### src/rtl/shift_add_mult_seq.sv
// Sequential unsigned shift-and-add multiplier that drives an external
// combinational WIDTH-bit adder and rebuilds the adder's lost carry-out.
module shift_add_mult_seq #(
  parameter int WIDTH = 16,
  parameter int CNT_W = 5
) (
  input  logic                 clk,
  input  logic                 rst,
  input  logic                 start,
  input  logic [WIDTH-1:0]     multiplicand,
  input  logic [WIDTH-1:0]     multiplier,
  output logic [WIDTH-1:0]     add_a,
  output logic [WIDTH-1:0]     add_b,
  input  logic [WIDTH-1:0]     add_sum,
  output logic                 busy,
  output logic                 done,
  output logic [2*WIDTH-1:0]   product
);

  localparam logic [CNT_W-1:0] LAST_ITER = CNT_W'(WIDTH - 1);

  typedef enum logic [1:0] {
    IDLE = 2'd0,
    RUN  = 2'd1,
    DONE = 2'd2
  } state_t;

  state_t               state;
  logic [WIDTH-1:0]     m_reg;
  logic [2*WIDTH-1:0]   p;
  logic [CNT_W-1:0]     count;
  logic                 carry;
  logic [2*WIDTH-1:0]   p_next;

  // The adder has no carry-out; a wrapped sum is smaller than add_a exactly
  // when the true sum overflowed, since add_b never exceeds 2^WIDTH-1.
  // NOTE: every always_comb output gets a value on every path, so no latch is inferred.
  always_comb begin
    add_a  = p[2*WIDTH-1:WIDTH];
    add_b  = (state == RUN && p[0]) ? m_reg : '0;
    carry  = (add_sum < add_a);
    p_next = {carry, add_sum, p[WIDTH-1:1]};
  end

  // NOTE: sequential state uses non-blocking assignments so every register
  // samples the pre-edge values, independent of statement order.
  // NOTE: all registers (operands included) are reset so an abandoned
  // multiply leaves no stale data visible on the outputs.
  always_ff @(posedge clk or posedge rst) begin
    if (rst) begin
      state   <= IDLE;
      m_reg   <= '0;
      p       <= '0;
      count   <= '0;
      product <= '0;
      busy    <= 1'b0;
      done    <= 1'b0;
    end else begin
      case (state)
        IDLE: begin
          busy <= 1'b0;
          done <= 1'b0;
          if (start) begin
            m_reg <= multiplicand;
            p     <= {{WIDTH{1'b0}}, multiplier};
            count <= '0;
            busy  <= 1'b1;
            state <= RUN;
          end
        end
        RUN: begin
          p     <= p_next;
          count <= count + 1'b1;
          if (count == LAST_ITER) begin
            product <= p_next;
            busy    <= 1'b0;
            done    <= 1'b1;
            state   <= DONE;
          end
        end
        DONE: begin
          done  <= 1'b0;
          state <= IDLE;
        end
        default: begin
          busy  <= 1'b0;
          done  <= 1'b0;
          state <= IDLE;
        end
      endcase
    end
  end

endmodule

### config.mk
export PLATFORM = sky130hd
export DESIGN_NAME = shift_add_mult_seq
export DESIGN_NICKNAME = d
export VERILOG_FILES = /design/src/rtl/shift_add_mult_seq.sv
export SDC_FILE = /design/constraint.sdc
export NUM_CORES = 1
export LEC_CHECK = 0
export CAP_MARGIN = 20
export CORE_MARGIN = 1
export CORE_UTILIZATION = 51
export CTS_CLUSTER_SIZE = 10
export DETAILED_ROUTE_END_ITERATION = 12
export PLACE_DENSITY = 0.95
export SKIP_CTS_REPAIR_TIMING = 1
export SLEW_MARGIN = 20
export SYNTH_ARGS = -nofsm -noshare
export SYNTH_HDL_FRONTEND = slang
export SYNTH_SLANG_ARGS = --single-unit
### constraint.sdc
create_clock -name clk -period 9.59 [get_ports clk]
set_clock_uncertainty 0.2 [all_clocks]
set_input_delay 1.918 -clock clk [delete_from_list [all_inputs] [get_ports clk]]
set_output_delay 1.918 -clock clk [all_outputs]
set_load 0.005 [all_outputs]
# == Word-level counts from Yosys, hierarchy flattened ==
# Cells that the tools add are included.
# W data, S select, Z words.
# totals
regBits,89
in_bits,51
wordCells,36
out_inout_bits,66
# classes
addsub,1
n_eq_ne,5
order_cmp,1
n_reduce_logical,8
bitwise,1
muxes,13
# op_table
op,n
$pmux W32 S2,1
$mux W32,1
$lt A16 B16 Y1,1
$mux W16,1
$pmux W5 S2,1
$reduce_and A2 Y1,5
$add A5 B1 Y5 const B,1
$eq A5 B4 Y1 const B,1
$mux W5,1
$mux W1,4
$mux W2,2
$pmux W2 S2,1
$pmux W1 S3,1
$eq A2 B1 Y1 const B,1
$eq A2 B2 Y1 const B,1
$logic_not A2 Y1,1
$ne A2 B1 Y1 const B,1
$ne A2 B2 Y1 const B,1
$reduce_bool A2 Y1,1
$logic_and A1 B1 Y1,1
$not A1 Y1,1

# == Logic depth before layout (Yosys ltp) ==
# logic_depth
depth_word,3
ltp_mapped,7
ltp_nobuf,6

# == Worst setup path after synthesis ==
# No wires, ideal clock.
# synth_path
kind,input to register
from,input port add_sum[15]
to,register p[31]
required_time_ns,9.265
t_arrival_ns,3.131
path_stages,5
setup_ns,0.125
path_slack_ns,6.134
path_buffers,0
path_cell_list,ha_1 nand2_1 or4_1 o31ai_2 o41ai_1
# synth_between
elab_chain_cells,2
# synth_lines
item,line,source
"start, declared",14,"input logic [WIDTH-1:0] add_sum,"
$lt A16 B16 Y1,41,carry = (add_sum < add_a);
$pmux W32 S2,59,case (state)
"end signal, assigned",65,"p <= {{WIDTH{1'b0}}, multiplier};"
"end signal, assigned",72,p <= p_next;
"end, declared",30,logic [2*WIDTH-1:0] p;
# Every way passes these cells.
# A chain may end at the register's enable or synchronous reset.

# == Worst setup path after layout ==
# layout_path
from,register state[0]
to,output port add_b[10]
# layout_between
elab_chain_cells,3
# layout_lines
item,line,source
"start, declared",28,state_t state;
"start signal, assigned",51,state <= IDLE;
"start signal, assigned",68,state <= RUN;
"start signal, assigned",78,state <= DONE;
$eq A2 B1 Y1,40,add_b = (state == RUN && p[0]) ? m_reg : '0;
$logic_and A1 B1 Y1,40,
$mux W16,40,
"end, declared",13,"output logic [WIDTH-1:0] add_b,"
# Every way passes these cells.

==> reports/metrics.cfg <==
[pwr]
power_density_mw_per_mm2 = 301
p_seq_share_pct = 41.4
netSwitchingFraction_pct = 33.7
pwr-share-clk_pct = 16.0
p_int_w = 0.00108
p_comb_share_pct = 42.7
leakage_nw = 2.52
p_switching_w = 0.000547
p_total_w = 0.00163
peakVddDrop_mv = 0.146

[clock_tree]
cts.sinks = 89
cts.clk_slew.worst_paths_ns = 0.09
cts-root-buf = clkbuf_8
htree_levels = 3
numCtsBuffers = 9
clockBufferDepth = 2
clock_latency_ns = 0.34
cts_tree = yes

[timing]
tightest_slew_ns = 0.842
maxSlewViolCount = 0
setup_viol = 0
fin_crit_sh_pct = 46.5
fin_setup_tns_ns = 0
rsz0062_at_grt = false
hold_viol = 0
finalHoldWorstSlack_ns = 0.283
relSlewSlack_pct = 43.7
fin_crit_ns = 4.46
fmaxAchievable_mhz = 224

[synthesis]
postSynthCellCount = 387
ys_ff_latch = 89
synth_warnings = 0
async_flop_share_pct = 100
synth_nets = 455
avgSynthCellArea_sq_um = 10.6
syn_area_sq_mm = 0.00410
yosysUniqueCellTypes = 32
synth_seq_area_share_pct = 54.4
synthFlopType = dfrtp_1
synth_edf_count = 0

[placed_design]
dpl-instance-area_sq_mm = 0.00520
dp.final_hpwl_mm = 6.68
portBuffers = 116
gp_congestion = 0.850

[routing]
ant_nets = 0
vias = 3156
drc_errors = 0
wl_per_cell_microns = 16.2
viasPerCell = 5.37
dr.first_iter.drc_count = 230
totalWireLength_mm = 9.50
drtPass1Iterations = 4

[critical_path]
cp.arrival_ns = 2.34
cp_cell_sequence = nor2b_4 -> buf_4 -> and3_1 -> clkdlybuf4s50_1
critPathTopFamily = buffers and inverters
crit_buf_inv = 2
start_kind = register
setup.worst_path.class = reg -> out
crit_required_ns = 7.47
crit_path_end_kind = output port
critPathMaxFanout = 59
cp_slowest_cell = buf_4
critPathMaxStageDelay_ns = 0.53
r2r_slack_ns = 6.89

[final_layout]
insertedDiodeCount = 0
fin_util_pct = 69.6
final_area_sq_mm = 0.00541
layout.nets = 549
syn2layout_area_growth_pct = 32.0
layout-drive-gt1-share_pct = 11.9

[floorplan]
core_area_sq_mm = 0.00777
die_area_sq_mm = 0.00839
ios = 117
die_x_microns = 91.6
num_rows = 32
start_util_pct = 52.7
die_h_microns = 91.6

[job]
maxCapViolCount = 0

[grt]
antenna_found_initial = 0
grt_pass1_vias = 3312
grt_overflow = 0
grt_pass1_wl_mm = 15.6
track_usage_pct = 23.6
grt_max_degree = 90

[worst_hold_path]
hold_path_class = reg -> reg

[status]
status = finished clean

==> worst paths after layout <==
path                           start          end  depth (start not counted)
max                         state[0]    add_b[10]                          4
min                        m_reg[13]    m_reg[13]                          2
max reg2reg                 state[0]  product[31]                          4
min reg2reg                m_reg[13]    m_reg[13]                          2
max in group asynchronous        rst        p[13]                          3
min in group asynchronous        rst  product[27]                          3
==> placed cells by master (no fill, tap or decap), types with 4 or more instances in the layout <==
cell,n
clkdlybuf4s50_1,116
nand2_1,105
dfrtp_1,89
mux2_2,31
inv_1,18
and3_1,17
ha_1,17
a22oi_1,16
o31ai_1,14
clkbuf_8,9
o21ai_0,6
nand3_1,5
nor2_1,5
nand4_1,4
a21oi_1,4
==> power by group through the flow <==
stage / registers (W) / logic [W] / clock network [W]
3_5_place_dp: 0.000676 / 0.000700 / 0
6_report: 0.000672 / 0.000694 / 0.000259
3_3_place_gp: 0.000663 / 0.000665 / 0
2_1_floorplan: 0.000650 / 0.000386 / 0
5_1_grt: 0.000693 / 0.000760 / 0.000277
4_1_cts: 0.000671 / 0.000701 / 0.000265
==> cells in the mapped netlist, drive strengths merged (2+ instances only) <==
cell / number / area (sq um)
buf: 29 / 191
nand4: 4 / 25.0
mux2i: 2 / 20.0
inv: 19 / 71.3
clkbuf: 7 / 26.3
a21oi: 4 / 20.0
o31ai: 15 / 118
and3: 17 / 106
mux2: 31 / 349
nor2: 6 / 25.0
a22oi: 16 / 120
dfrtp: 89 / 2230
nand3: 5 / 25.0
o21a: 2 / 15.0
ha: 17 / 213
o21ai: 6 / 30.0
nand2: 106 / 400
nand2b: 2 / 12.5
o41ai: 2 / 17.5
==> through the flow <==
stage          instances  setup WS, ns
3_3_place_gp         572          5.55
4_1_cts              588          5.12
3_5_place_dp         572          5.49
2_1_floorplan        387          5.17
6_report             588          5.13
5_1_grt              588          4.97
==> worst min-delay path, delay by kind of cell (launching register included) <==
| kind | cells | cell delay [ns] |
|---|---|---|
| flip-flops | 1 | 0.35 |
| AND/OR/NAND/NOR | 2 | 0.10 |
==> cell families after synthesis <==
kind of cell	after synthesis	share of synthesized area (%)
buffers and inverters	55	7.06
and+or+nand+nor	144	15.3
DFF	89	54.4
AOI/OAI and AO/OA	49	9.07
muxes	33	9.01
adders and majority gates	17	5.19
==> per-layer routing <==
layer	routed length, microns	vias to the layer above	track usage (%)
li1	-	1487	-
met1	3950	1551	29.6
met2	4880	98	40.3
met3	448	20	3.40
met4	234	0	11.1
met5	0	-	0
==> cell type report <==
| cell class | count | area [sq um] |
|---|---|---|
| fillers | 588 | 2360 |
| flip-flops and latches | 89 | 2230 |
| clock buffers | 9 | 124 |
| well taps | 102 | 128 |
| repair buffers | 119 | 1190 |
| clock inverters | 7 | 78.8 |
| inverters | 19 | 72.6 |
| multi-input cells | 243 | 1590 |
Power figures use the tool's default switching activity.
==> patch: new RTL, same flow settings <==
Encoding of `state_t`: now one-hot (3 bits for 3 states).
--- a/src/rtl/shift_add_mult_seq.sv
+++ b/src/rtl/shift_add_mult_seq.sv
@@ -21,6 +21,6 @@
 
-  typedef enum logic [1:0] {
-    IDLE = 2'd0,
-    RUN  = 2'd1,
-    DONE = 2'd2
+  typedef enum logic [2:0] {
+    IDLE = 3'b001,
+    RUN  = 3'b010,
+    DONE = 3'b100
   } state_t;
Behaviour: same outputs for any inputs over 10 cycles, from zero or initial values and one cycle with rst high; not proved beyond that.
==> patch against the original RTL <==
Area after synthesis up 1.0%; sequential cell count up 1; utilization up 0.88 points; sequential power down 15%; largest cell class unchanged; routed wire length down 5.5%; hold slack better by 9.1 ps; via count down 7.8%; combinational power down 40%; final area up 1.8%; worst setup slack better by 240 ps; sequential share of layout area down 0.24 points; total power down 21%.
==> patch: results (changes against the original RTL) <==
Placed design
  • Placer Congestion: 0.770 (was 0.850)
  • HPWL Detailed: 6160 µm (was 6680 µm)

Synth
  • Dominant cells by area after synthesis: dfrtp_1 (54%), mux2_2 (13%), ha_1 (5.1%), mux2i_1 (3.9%), buf_4 (3.4%) (was dfrtp_1 (54%), nand2_1 (9.6%), mux2_2 (8.5%), ha_1 (5.2%), a22oi_1 (2.9%))
  • Post-Synthesis Net Count: 405 (was 455)
  • Main synth FF type: dfrtp_1 (unchanged)
  • Unique cell type count in the Yosys netlist: 35 (was 32)
  • Synth cell count leaders: dfrtp_1 (89), mux2_2 (47), o21ai_0 (23) (was nand2_1 (105), dfrtp_1 (89), mux2_2 (31))

Cells and area
  • Share of cells above drive strength 1: 16.8% (was 11.9%)
  • Seq_cells: 90 (was 89)
  • Register Area: 0.00225 mm² (was 0.00223 mm²)
  • Clock-cell share: 4.32% (was 3.75%)
  • Comb_multi_in: 194 (was 243)
  • Signal buffers: 121 (was 119)
  • Non-clk buf share: 21.9% (was 22.0%)
  • Nets: 503 (was 549)
  • Layout fillers: 564 (was 588)
  • Multi-input combinational cell area: 0.00161 mm² (was 0.00159 mm²)
  • CLK BUF: 12 (was 9)

Power
  • Switching Share: 31.0% (was 33.7%)
  • Pleak: 2.46 nW (was 2.52 nW)
  • Peak VDD IR: 0.117 mV (was 0.146 mV)

Critical path
  • Worst reg2reg path endpoint: product[1] (was product[31])
  • CP peak stage delay: 500 ps (was 530 ps)
  • WP data arrival: 2100 ps (was 2340 ps)
  • Worst-path maximum fanout: 26 (was 59)
  • R2r startpoint: state[2] (was state[0])

Hold path
  • Hold Startpoint: count[4] (was m_reg[13])
  • Hold endpoint: count[4] (was m_reg[13])

Routing
  • Via count: 2910 (was 3156)
  • DR iter-0 viols: 96 (was 230)

Timing
  • Actual slew at the worst max-slew pin: 847 ps (was 842 ps)

Global routing
  • Global-route usage over all layers: 22.3% (was 23.6%)
  • First-pass GRT wire length: 14700 µm (was 15600 µm)

Status
  • Run status: finished clean (unchanged)
==> patch: metrics by stage <==
step / cells / setup slack [ps] / hold slack (ps) / util, % / power, mW
after floorplan: 337 / 5140 / 242 / - / 0.851
after global placement: 525 / 5400 / 258 / 67.3 / 0.967
after detailed placement: 525 / 5350 / 272 / 67.3 / 0.994
after CTS: 541 / 4960 / 291 / 70.3 / 1.30
after global routing: 542 / 5220 / 316 / 70.5 / 1.37
final: 542 / 5370 / 292 / 70.5 / 1.29
==> patch: metal layers <==
| layer | GRT usage (%) | wire length [µm] |
|---|---|---|
| met2 | 36.8 | 4480 |
| met1 | 29.1 | 3880 |
| met3 | 2.82 | 367 |
| met4 | 11.3 | 262 |
| met5 | 0 | 0 |
==> patch: worst max-delay path by stage <==
stage,slack (ps),from,to
2_1_floorplan,5140,rst,busy
3_3_place_gp,5400,state[2],add_b[15]
3_5_place_dp,5350,state[2],add_b[13]
4_1_cts,4960,state[2],add_b[13]
5_1_grt,5220,state[1],add_b[3]
6_report,5370,state[2],add_b[2]
==> patch: power groups by stage <==
stage / clock, mW / combinational (mW) / sequential [mW]
2_1_floorplan: 0 / 0.302 / 0.549
3_3_place_gp: 0 / 0.395 / 0.572
3_5_place_dp: 0 / 0.414 / 0.580
4_1_cts: 0.303 / 0.420 / 0.573
5_1_grt: 0.315 / 0.462 / 0.589
6_report: 0.297 / 0.419 / 0.574
==> patch: tightest hold or removal path, delay by kind of cell, from the launching register on <==
| family | cells | cell delay [ps] |
|---|---|---|
| flops | 1 | 350 |
| compound gates | 1 | 60 |
| simple gates | 1 | 50 |
==> patch: logic make-up after synthesis <==
family	after synthesis	synth area share, %
compound gates	56	9.01
fa+ha+maj	17	5.14
buf+inv	53	7.29
flops	90	54.4
mux	64	16.9
simple gates	57	7.19
